--- src/rtl/dvp_pattern_gen.sv ---
// rtl/dvp_pattern_gen.sv - DVP camera-timing and test-pattern source, byte-serial
//
// Purpose:
//   Generates DVP frame timing (dvp_vsync / dvp_href) and a byte-serial test
//   pattern (dvp_data). One DVP byte is emitted per sys_clk cycle and
//   BYTES_PER_PIX bytes form one pixel. Four runtime pattern modes are
//   supported: ramp, solid colour, vertical gradient and checkerboard.
//
// Ports:
//   sys_clk       clock, one DVP byte per cycle
//   sys_rst       synchronous reset, active-high
//   gen_en        run request; a frame in progress always completes
//   pattern_mode  0 ramp, 1 solid, 2 vertical gradient, 3 checkerboard
//   solid_color   mode-1 pixel value, MSB byte first
//   dvp_href      line valid
//   dvp_vsync     frame sync, active-high
//   dvp_data      pixel byte, 0 whenever dvp_href is low
//   frame_start   1-cycle pulse on the first cycle of a frame
//   frame_done    1-cycle pulse on the last cycle of a frame
//   frame_cnt     completed frames, wraps 0xFFFF -> 0
//   frame_crc     (DVP_PG_CRC_EN only) CRC-16-CCITT of the last frame's href bytes
//
// Configuration macro:
//   DVP_PG_CRC_EN  adds frame_crc output and its CRC logic (needs DATA_WIDTH == 8)

module dvp_pattern_gen #(
    parameter int DATA_WIDTH    = 8,
    parameter int BYTES_PER_PIX = 3,
    parameter int H_VALID       = 400,
    parameter int H_TOTAL       = 440,
    parameter int V_SYNC        = 20,
    parameter int V_BACK        = 20,
    parameter int V_VALID       = 320,
    parameter int V_FRONT       = 20,
    parameter int CHK_LOG2      = 3
) (
    input  logic                                  sys_clk,
    input  logic                                  sys_rst,
    input  logic                                  gen_en,
    input  logic [1:0]                            pattern_mode,
    input  logic [DATA_WIDTH*BYTES_PER_PIX-1:0]   solid_color,
    output logic                                  dvp_href,
    output logic                                  dvp_vsync,
    output logic [DATA_WIDTH-1:0]                 dvp_data,
    output logic                                  frame_start,
    output logic                                  frame_done,
    output logic [15:0]                           frame_cnt
`ifdef DVP_PG_CRC_EN
    ,
    output logic [15:0]                           frame_crc
`endif
);

    localparam int V_TOTAL     = V_SYNC + V_BACK + V_VALID + V_FRONT;
    localparam int H_BYTES     = H_TOTAL * BYTES_PER_PIX;
    localparam int H_ACT       = H_VALID * BYTES_PER_PIX;
    localparam int V_ACT_START = V_SYNC + V_BACK;
    localparam int V_ACT_END   = V_ACT_START + V_VALID;
    localparam int CW          = DATA_WIDTH * BYTES_PER_PIX;

    // One spare count of headroom so every boundary constant fits its counter.
    localparam int HW = $clog2(H_BYTES + 1);
    localparam int VW = $clog2(V_TOTAL + 1);
    localparam int XW = $clog2(H_VALID + 1);
    localparam int YW = $clog2(V_VALID + 1);
    localparam int BW = $clog2(BYTES_PER_PIX + 1);

    localparam logic [HW-1:0] H_LAST   = HW'(H_BYTES - 1);
    localparam logic [HW-1:0] H_ACT_L  = HW'(H_ACT);
    localparam logic [VW-1:0] V_LAST   = VW'(V_TOTAL - 1);
    localparam logic [VW-1:0] V_SYNC_L = VW'(V_SYNC);
    localparam logic [VW-1:0] V_AS_L   = VW'(V_ACT_START);
    localparam logic [VW-1:0] V_AE_L   = VW'(V_ACT_END);
    localparam logic [BW-1:0] B_LAST   = BW'(BYTES_PER_PIX - 1);

    typedef enum logic {
        ST_IDLE = 1'b0,
        ST_RUN  = 1'b1
    } state_t;

    state_t                  state_q, state_d;
    logic [HW-1:0]           cnt_h_q, cnt_h_d;
    logic [VW-1:0]           cnt_v_q, cnt_v_d;
    logic [XW-1:0]           x_q, x_d;
    logic [BW-1:0]           b_q, b_d;
    logic [YW-1:0]           y_q, y_d;
    logic [1:0]              mode_q, mode_d;
    logic [CW-1:0]           color_q, color_d;
    logic                    vsync_q, vsync_d;
    logic                    href_q, href_d;
    logic [DATA_WIDTH-1:0]   data_q, data_d;
    logic                    fstart_q, fstart_d;
    logic                    fdone_q, fdone_d;
    logic [15:0]             fcnt_q, fcnt_d;

    logic                    run;
    logic                    line_end;
    logic                    frame_end;
    logic                    frame_first;
    logic                    h_act;
    logic                    v_act;
    logic [DATA_WIDTH-1:0]   solid_byte;
    logic                    chk_odd;
    logic [DATA_WIDTH-1:0]   pat_byte;

    // Position decode of the current counter state.
    always_comb begin
        run         = (state_q == ST_RUN);
        line_end    = (cnt_h_q == H_LAST);
        frame_end   = line_end && (cnt_v_q == V_LAST);
        frame_first = run && (cnt_h_q == '0) && (cnt_v_q == '0);
        h_act       = (cnt_h_q < H_ACT_L);
        v_act       = (cnt_v_q >= V_AS_L) && (cnt_v_q < V_AE_L);
    end

    // FSM: state register.
    always_ff @(posedge sys_clk) begin
        if (sys_rst) begin
            state_q <= ST_IDLE;
        end else begin
            state_q <= state_d;
        end
    end

    // FSM: next state. gen_en is only looked at on frame boundaries so a
    // frame that has started is always emitted in full.
    always_comb begin
        state_d = state_q;
        case (state_q)
            ST_IDLE: if (gen_en) state_d = ST_RUN;
            ST_RUN:  if (frame_end && !gen_en) state_d = ST_IDLE;
            default: state_d = ST_IDLE;
        endcase
    end

    // Raster counters plus pixel-space counters. x/b/y track the raster
    // position incrementally so no divider by BYTES_PER_PIX is needed.
    always_comb begin
        cnt_h_d = '0;
        cnt_v_d = '0;
        x_d     = '0;
        b_d     = '0;
        y_d     = '0;
        if (run) begin
            if (line_end) begin
                cnt_v_d = frame_end ? '0 : cnt_v_q + 1'b1;
                if (frame_end) begin
                    y_d = '0;
                end else if (v_act) begin
                    y_d = y_q + 1'b1;
                end else begin
                    y_d = y_q;
                end
            end else begin
                cnt_h_d = cnt_h_q + 1'b1;
                cnt_v_d = cnt_v_q;
                y_d     = y_q;
                x_d     = x_q;
                b_d     = b_q;
                if (h_act) begin
                    if (b_q == B_LAST) begin
                        b_d = '0;
                        x_d = x_q + 1'b1;
                    end else begin
                        b_d = b_q + 1'b1;
                    end
                end
            end
        end
    end

    // Pattern controls are captured on the cycle that launches frame_start,
    // so a change mid-frame only takes effect from the next frame.
    always_comb begin
        mode_d  = frame_first ? pattern_mode : mode_q;
        color_d = frame_first ? solid_color  : color_q;
    end

    // Byte b of the solid colour, most significant byte first.
    always_comb begin
        solid_byte = '0;
        for (int i = 0; i < BYTES_PER_PIX; i++) begin
            if (b_q == BW'(i)) begin
                solid_byte = color_q[(BYTES_PER_PIX-1-i)*DATA_WIDTH +: DATA_WIDTH];
            end
        end
    end

    // FSM: outputs, computed from the counter state and registered below.
    always_comb begin
        chk_odd = (((x_q >> CHK_LOG2) & XW'(1)) != '0) ^
                  (((y_q >> CHK_LOG2) & YW'(1)) != '0);
        case (mode_q)
            2'd0:    pat_byte = DATA_WIDTH'(cnt_h_q);
            2'd1:    pat_byte = solid_byte;
            2'd2:    pat_byte = DATA_WIDTH'(y_q);
            default: pat_byte = chk_odd ? '1 : '0;
        endcase

        vsync_d  = run && (cnt_v_q < V_SYNC_L);
        href_d   = run && h_act && v_act;
        data_d   = href_d ? pat_byte : '0;
        fstart_d = frame_first;
        fdone_d  = run && frame_end;
        fcnt_d   = fdone_q ? fcnt_q + 1'b1 : fcnt_q;
    end

    always_ff @(posedge sys_clk) begin
        if (sys_rst) begin
            cnt_h_q  <= '0;
            cnt_v_q  <= '0;
            x_q      <= '0;
            b_q      <= '0;
            y_q      <= '0;
            mode_q   <= '0;
            color_q  <= '0;
            vsync_q  <= 1'b0;
            href_q   <= 1'b0;
            data_q   <= '0;
            fstart_q <= 1'b0;
            fdone_q  <= 1'b0;
            fcnt_q   <= '0;
        end else begin
            cnt_h_q  <= cnt_h_d;
            cnt_v_q  <= cnt_v_d;
            x_q      <= x_d;
            b_q      <= b_d;
            y_q      <= y_d;
            mode_q   <= mode_d;
            color_q  <= color_d;
            vsync_q  <= vsync_d;
            href_q   <= href_d;
            data_q   <= data_d;
            fstart_q <= fstart_d;
            fdone_q  <= fdone_d;
            fcnt_q   <= fcnt_d;
        end
    end

    assign dvp_href    = href_q;
    assign dvp_vsync   = vsync_q;
    assign dvp_data    = data_q;
    assign frame_start = fstart_q;
    assign frame_done  = fdone_q;
    assign frame_cnt   = fcnt_q;

`ifdef DVP_PG_CRC_EN
    generate
        if (DATA_WIDTH != 8) begin : g_crc_width_check
            $error("dvp_pattern_gen: frame CRC requires DATA_WIDTH == 8");
        end
    endgenerate

    // CRC-16-CCITT, polynomial 0x1021, data shifted in MSB first.
    function automatic logic [15:0] crc16_ccitt_byte(input logic [15:0] crc_in,
                                                     input logic [7:0]  byte_in);
        logic [15:0] c;
        logic        fb;
        c = crc_in;
        for (int i = 7; i >= 0; i--) begin
            fb = c[15] ^ byte_in[i];
            c  = {c[14:0], 1'b0};
            if (fb) c = c ^ 16'h1021;
        end
        return c;
    endfunction

    logic [15:0] crc_acc_q, crc_acc_d;
    logic [15:0] frame_crc_q, frame_crc_d;

    // The accumulator runs on the registered output stream. frame_start and
    // frame_done never coincide with href, so seeding and publishing never
    // collide with a data byte.
    always_comb begin
        crc_acc_d = crc_acc_q;
        if (fstart_q) begin
            crc_acc_d = 16'hFFFF;
        end else if (href_q) begin
            crc_acc_d = crc16_ccitt_byte(crc_acc_q, 8'(data_q));
        end
        frame_crc_d = fdone_q ? crc_acc_q : frame_crc_q;
    end

    always_ff @(posedge sys_clk) begin
        if (sys_rst) begin
            crc_acc_q   <= '0;
            frame_crc_q <= '0;
        end else begin
            crc_acc_q   <= crc_acc_d;
            frame_crc_q <= frame_crc_d;
        end
    end

    assign frame_crc = frame_crc_q;
`endif

endmodule

--- config.mk ---
export PLATFORM = sky130hd
export DESIGN_NAME = dvp_pattern_gen
export DESIGN_NICKNAME = d
export VERILOG_FILES = /design/src/rtl/dvp_pattern_gen.sv
export SDC_FILE = /design/constraint.sdc
export NUM_CORES = 1
export LEC_CHECK = 0
export BUFFER_PORTS_ARGS = -buffer_cell sky130_fd_sc_hd__buf_2
export CAP_MARGIN = 5
export CORE_MARGIN = 5
export CORE_UTILIZATION = 57
export CTS_CLUSTER_DIAMETER = 50
export CTS_CLUSTER_SIZE = 30
export DETAILED_ROUTE_END_ITERATION = 7
export PLACE_DENSITY = 0.89
export SETUP_SLACK_MARGIN = 0.2
export SYNTH_ARGS = -nofsm -noshare
export SYNTH_HDL_FRONTEND = slang
export SYNTH_SLANG_ARGS = --single-unit
--- constraint.sdc ---
create_clock -name sys_clk -period 2.2 [get_ports sys_clk]
set_input_delay 0 -clock sys_clk [delete_from_list [all_inputs] [get_ports sys_clk]]
set_output_delay 0 -clock sys_clk [all_outputs]
set_load 0.03 [all_outputs]
-- Yosys cells after proc, flatten, opt, wreduce, memory -nomap -nowiden
Index checks and enable logic that the tools add are counted.
- register bits: 95
- input port bits: 29
- output and inout bits: 28
- word-level logic and storage cells: 65
- add/sub/neg operators: 6
- magnitude comparators: 4
- eq/ne operators: 6
- multiplexer cells: 12
- bitwise logic cells: 3
- reductions and logical operators: 20
- operators with widths (cell ; count):
    $mux 8 ; 4
    $add 9x1->9 const B ; 3
    $mux 9 ; 3
    $pmux 8 s3 ; 1
    $add 16x1->16 const B ; 1
    $add 11x1->11 const B ; 1
    $eq 11x11->1 const B ; 1
    $logic_not 11->1 ; 1
    $lt 11x11->1 const B ; 1
    $eq 9x9->1 const B ; 1
    $ge 9x6->1 const B ; 1
    $logic_and 1x1->1 ; 9
    $logic_not 9->1 ; 1
    $lt 9x5->1 const B ; 1
    $lt 9x9->1 const B ; 1
    $eq 2x1->1 const B ; 2
    $eq 2x2->1 const B ; 2
    $logic_not 2->1 ; 2
    $reduce_and 2->1 ; 2
    $reduce_or 2->1 ; 2
    $reduce_or 3->1 ; 1
    $add 2x1->2 const B ; 1
    $mux 1 ; 2
    $mux 2 ; 1
    other kinds (5) ; 6

-- Depth between registers and ports, before layout
- word-level depth: 5
- mapped depth: 8
- mapped depth without buffers: 6

-- Least setup slack after synthesis
OpenSTA, ideal clock, no wires.
- path type: flip-flop to flip-flop
- start: reg cnt_h_q[6]
- end: reg mode_q[0]
- arrival time: 1.712 ns
- data required time: 2.058 ns
- slack: 0.347 ns
- cell stages (with the launch flop): 9
- path buffers: 3
- cell sequence: dfxtp_1 buf_4 nor4_4 nand4_1 or3_1 buf_6 buf_6 nand2_2 a21oi_2
- longest elaborated chain between the ends: 3
- ends and longest elaborated chain (item ; line ; source):
    start, declared ; 82 ; logic [HW-1:0] cnt_h_q, cnt_h_d;
    start signal, assigned ; 224 ; cnt_h_q <= cnt_h_d;
    $logic_not 11->1 ; 111 ; frame_first = run && (cnt_h_q == '0) && (cnt_v_q == '0);
    $logic_and 1x1->1 (2 in a row) ; 111 ;
    end signal, assigned ; 229 ; mode_q <= mode_d;
    end, declared ; 87 ; logic [1:0] mode_q, mode_d;
Every way passes these cells.
A chain may end at the register's enable or synchronous reset.

-- Worst setup path in the final report
- start: reg cnt_v_q[8]
- end: reg color_q[9]
- longest elaborated chain between the ends: 2
- ends and longest elaborated chain (item ; line ; source):
    start, declared ; 83 ; logic [VW-1:0] cnt_v_q, cnt_v_d;
    start signal, assigned ; 225 ; cnt_v_q <= cnt_v_d;
    $logic_not 9->1 ; 111 ;
    $logic_and 1x1->1 ; 111 ;
    end signal, assigned ; 230 ; color_q <= color_d;
    end, declared ; 88 ; logic [CW-1:0] color_q, color_d;
Every way passes these cells.

==> flow_summary.yaml <==
global_route:
  number_of_antenna_violations_at_the_first_check_in_global_routing: 0
  first_global_vias: 3596
  grt_use_met3_pct: 4.104
  grt_first_pass_wirelength_mm: 16.18
  grt_busiest_layer: "met2"
  pin_count_of_the_biggest_net_entering_global_routing: 45
  global_route.overflow_total: 0
  grtUsageTotal_pct: 22.56
  global_route.usage.met2_pct: 38.31
  globalRouteMet1Util_pct: 27.67
worst_setup_path:
  worst-endpoint-required_ps: 2420
  critPathArrivalTime_ps: 2170
  crit_path_start_kind: "flip-flop"
  path_max_fanout: 26
  critical_path_class: "flip-flop to flip-flop"
  endpoint_kind: "flip-flop"
detailed_routing:
  detail_route.wl_per_cell_um: 14.95
  vias: 3720
  detail-route-antenna-nets: 0
  drt_first_iter_violations: 256
  total_drc_errors_in_the_routed_layout: 0
  via_per_inst: 5.628
  detail_route.first_pass.iterations: 5
  routed_wl_mm: 9.882
clock_tree:
  numClockSinks: 89
  clk_root_buffer_cell: "sky130_fd_sc_hd__clkbuf_8"
  worst_setup_hold_path_clk_slew_ps: 90
  clkLatencyLatePin_ps: 360
  total_clock_buffers_created_by_cts: 9
  ctsLongestPathBuffers: 2
  clock_tree.htree_level_count: 3
  clock_tree_from_tritoncts: "done"
die:
  floorplan.die_area_um2: 9038
  initial_core_util_pct: 57.80
  design.core.area_um2: 7137
  dieHeight_um: 95.07
  std_cell_rows: 31
  io_pins: 57
  die_w_um: 95.07
synthesis:
  synthArstFlopShare_pct: 0
  synth_seq_area_share_pct: 43.19
  synth_ff_type: "sky130_fd_sc_hd__dfxtp_1"
  synth-seq-cells: 89
  synthCells: 474
  synth.cell_area_um2: 4125
  yosys.area.top_type: "sky130_fd_sc_hd__dfxtp_1"
  top_cell_type_s_share_of_synthesized_area_pct: 43.19
  synth_top_cells_by_area: "sky130_fd_sc_hd__dfxtp_1 43%, sky130_fd_sc_hd__nand2_1 5.6%, sky130_fd_sc_hd__nor2_1 4.9%"
  synthDistinctLibCells: 48
  synth.top_cells.by_count: "89 x sky130_fd_sc_hd__dfxtp_1, 61 x sky130_fd_sc_hd__nand2_1, 54 x sky130_fd_sc_hd__nor2_1, 30 x sky130_fd_sc_hd__o21ai_0, 21 x sky130_fd_sc_hd__a21oi_1"
  synth.most_common_cell: "sky130_fd_sc_hd__dfxtp_1"
  synthesis.yosys.warnings: 0
  avgSynthCellArea_um2: 8.703
  synthesis.nets: 510
  synth_enable_flop_cells: 0
sta:
  number_of_hold_violations_in_the_final_report: 0
  timing.clock.skew_ps: 13.20
  setup_viol: 0
  slew_headroom_pct: 56.76
  tightest_slew_ps: 647.7
  tns_ps: 0
  fmax_ghz: 0.5134
  drv_slew: 0
  timing.final.crit_share_pct: 88.54
  rsz_0062_raised_after_global_routing: "yes"
  fin_crit_ps: 1948
placed_design:
  place_hpwl_mm: 6.599
  finalWeightedCongestion: 0.8639
  buffer_ports.inserted: 56
hold_path:
  min_path_type: "input pin to flip-flop"
flow_run:
  maxCapViolCount: 0
finish:
  antenna-diode-count: 0
  post-route-util_pct: 70.07
  drive_above_1_share_pct: 25.27
  flow.area_growth_from_synthesis_pct: 21.23
  final_net_count: 593
power:
  vdd_drop_max_v: 0.0004714
  p_leak_nw: 1.907
  power.density_nw_per_um2: 633.4
outcome:
  status: "complete, no violations"
final cells by class:
class	instances	area, um^2
clock buffer	10	137.6
clock inverter	6	72.57
fill	537	2136
inverter	8	30.03
multi-input combinational	351	2183
sequential	89	1783
tap	99	123.9
timing repair buffer	98	670.6
worst paths after layout:
path	startpoint	end	slack, ps	cells past startpoint
min	sys_rst	dvp_vsync	80	4
max	cnt_v_q[8]	color_q[9]	250	6
min reg2reg	color_q[18]	color_q[18]	460	2
max reg2reg	cnt_v_q[8]	color_q[9]	250	6
layer usage:
layer	share of wire [%]	wire, um	up-vias
li1	-	-	1795
met1	41	4067	1754
met2	51	5016	148
met3	5.7	560	23
met4	2.4	237	0
met5	0	0	-
cells by family (layout without fill, tap and decap cells):
kind of cell | after synthesis | in the layout | synth area share (%)
AND/OR/NAND/NOR | 199 | 199 | 23.99
AO/OA/AOI/OAI | 93 | 93 | 14.86
flip-flops | 89 | 89 | 43.19
XOR/XNOR | 35 | 35 | 7.431
buffers and inverters | 34 | 122 | 4.095
multiplexers | 17 | 17 | 4.307
adder cells (fa/ha/maj) | 7 | 7 | 2.123
worst max-delay path, cell delays in order (launching register included):
cell                      delay [ps]
sky130_fd_sc_hd__dfxtp_1         380
sky130_fd_sc_hd__or3_4           420
sky130_fd_sc_hd__or2_4           270
sky130_fd_sc_hd__or3_1           390
sky130_fd_sc_hd__buf_8           200
sky130_fd_sc_hd__nand2_1          90
sky130_fd_sc_hd__a21oi_1          60
sequential cells by signal, indices dropped and copies added (netlist names), 2 cells and up:
name	cells
y_q	8
mode_q	2
color_q	24
x_q	4
dvp_data	8
frame_cnt	16
cnt_h_q	11
cnt_v_q	9
b_q	2
power breakdown:
part	switching, mW	leakage (nW)	total (mW)	internal (mW)
Combinational	0.158	1.08	0.296	0.138
Sequential	0.0421	0.722	1.69	1.65
Clock	0.609	0.103	1.18	0.568
Total	0.810	1.91	3.17	2.36
cell usage in the layout, fill, tap and decap left out, types with 5 or more instances in the layout:
cell,synthesis,final
sky130_fd_sc_hd__nand2_2,20,20
sky130_fd_sc_hd__xor2_1,15,15
sky130_fd_sc_hd__dfxtp_1,89,88
sky130_fd_sc_hd__mux2_2,6,6
sky130_fd_sc_hd__a2bb2oi_1,8,8
sky130_fd_sc_hd__dlygate4sd3_1,0,27
sky130_fd_sc_hd__clkbuf_8,0,10
sky130_fd_sc_hd__nor2b_1,5,5
sky130_fd_sc_hd__buf_2,6,56
sky130_fd_sc_hd__nor2_1,54,54
sky130_fd_sc_hd__mux2i_1,11,11
sky130_fd_sc_hd__nor3_1,6,6
sky130_fd_sc_hd__o21ai_0,30,30
sky130_fd_sc_hd__xnor2_1,20,20
sky130_fd_sc_hd__nand2_1,61,61
sky130_fd_sc_hd__buf_4,3,14
sky130_fd_sc_hd__a21oi_1,21,21
sky130_fd_sc_hd__a21oi_2,20,20
sky130_fd_sc_hd__nand4_1,12,12
sky130_fd_sc_hd__nand3_1,14,13
sky130_fd_sc_hd__inv_1,8,8
sky130_fd_sc_hd__ha_1,7,7
metrics by stage:
stage          hold slack, ps  instances  setup slack, ps  area [um^2]  total power [mW]
6_report                78.94        661            252.1         5001             3.168
5_1_grt                 95.94        661            168.0         5001             3.285
4_1_cts                 46.49        658            220.2         4961             3.160
3_5_place_dp            252.7        615            251.3         4481             1.979
3_3_place_gp            255.3        615            286.5         4481             1.969
2_1_floorplan           134.0        474            346.6         4125             1.918
timing repair:
| item | 4_1_cts | 5_1_grt |
|---|---|---|
| resized for setup | 0 | 5 |
| hold endpoints to repair | 27 | 0 |
| setup buffers | 0 | 3 |
| endpoints found under the setup margin | 0 | 31 |
| hold buffers | 27 | 0 |
No activity file was read; power rests on OpenSTA's default activity.
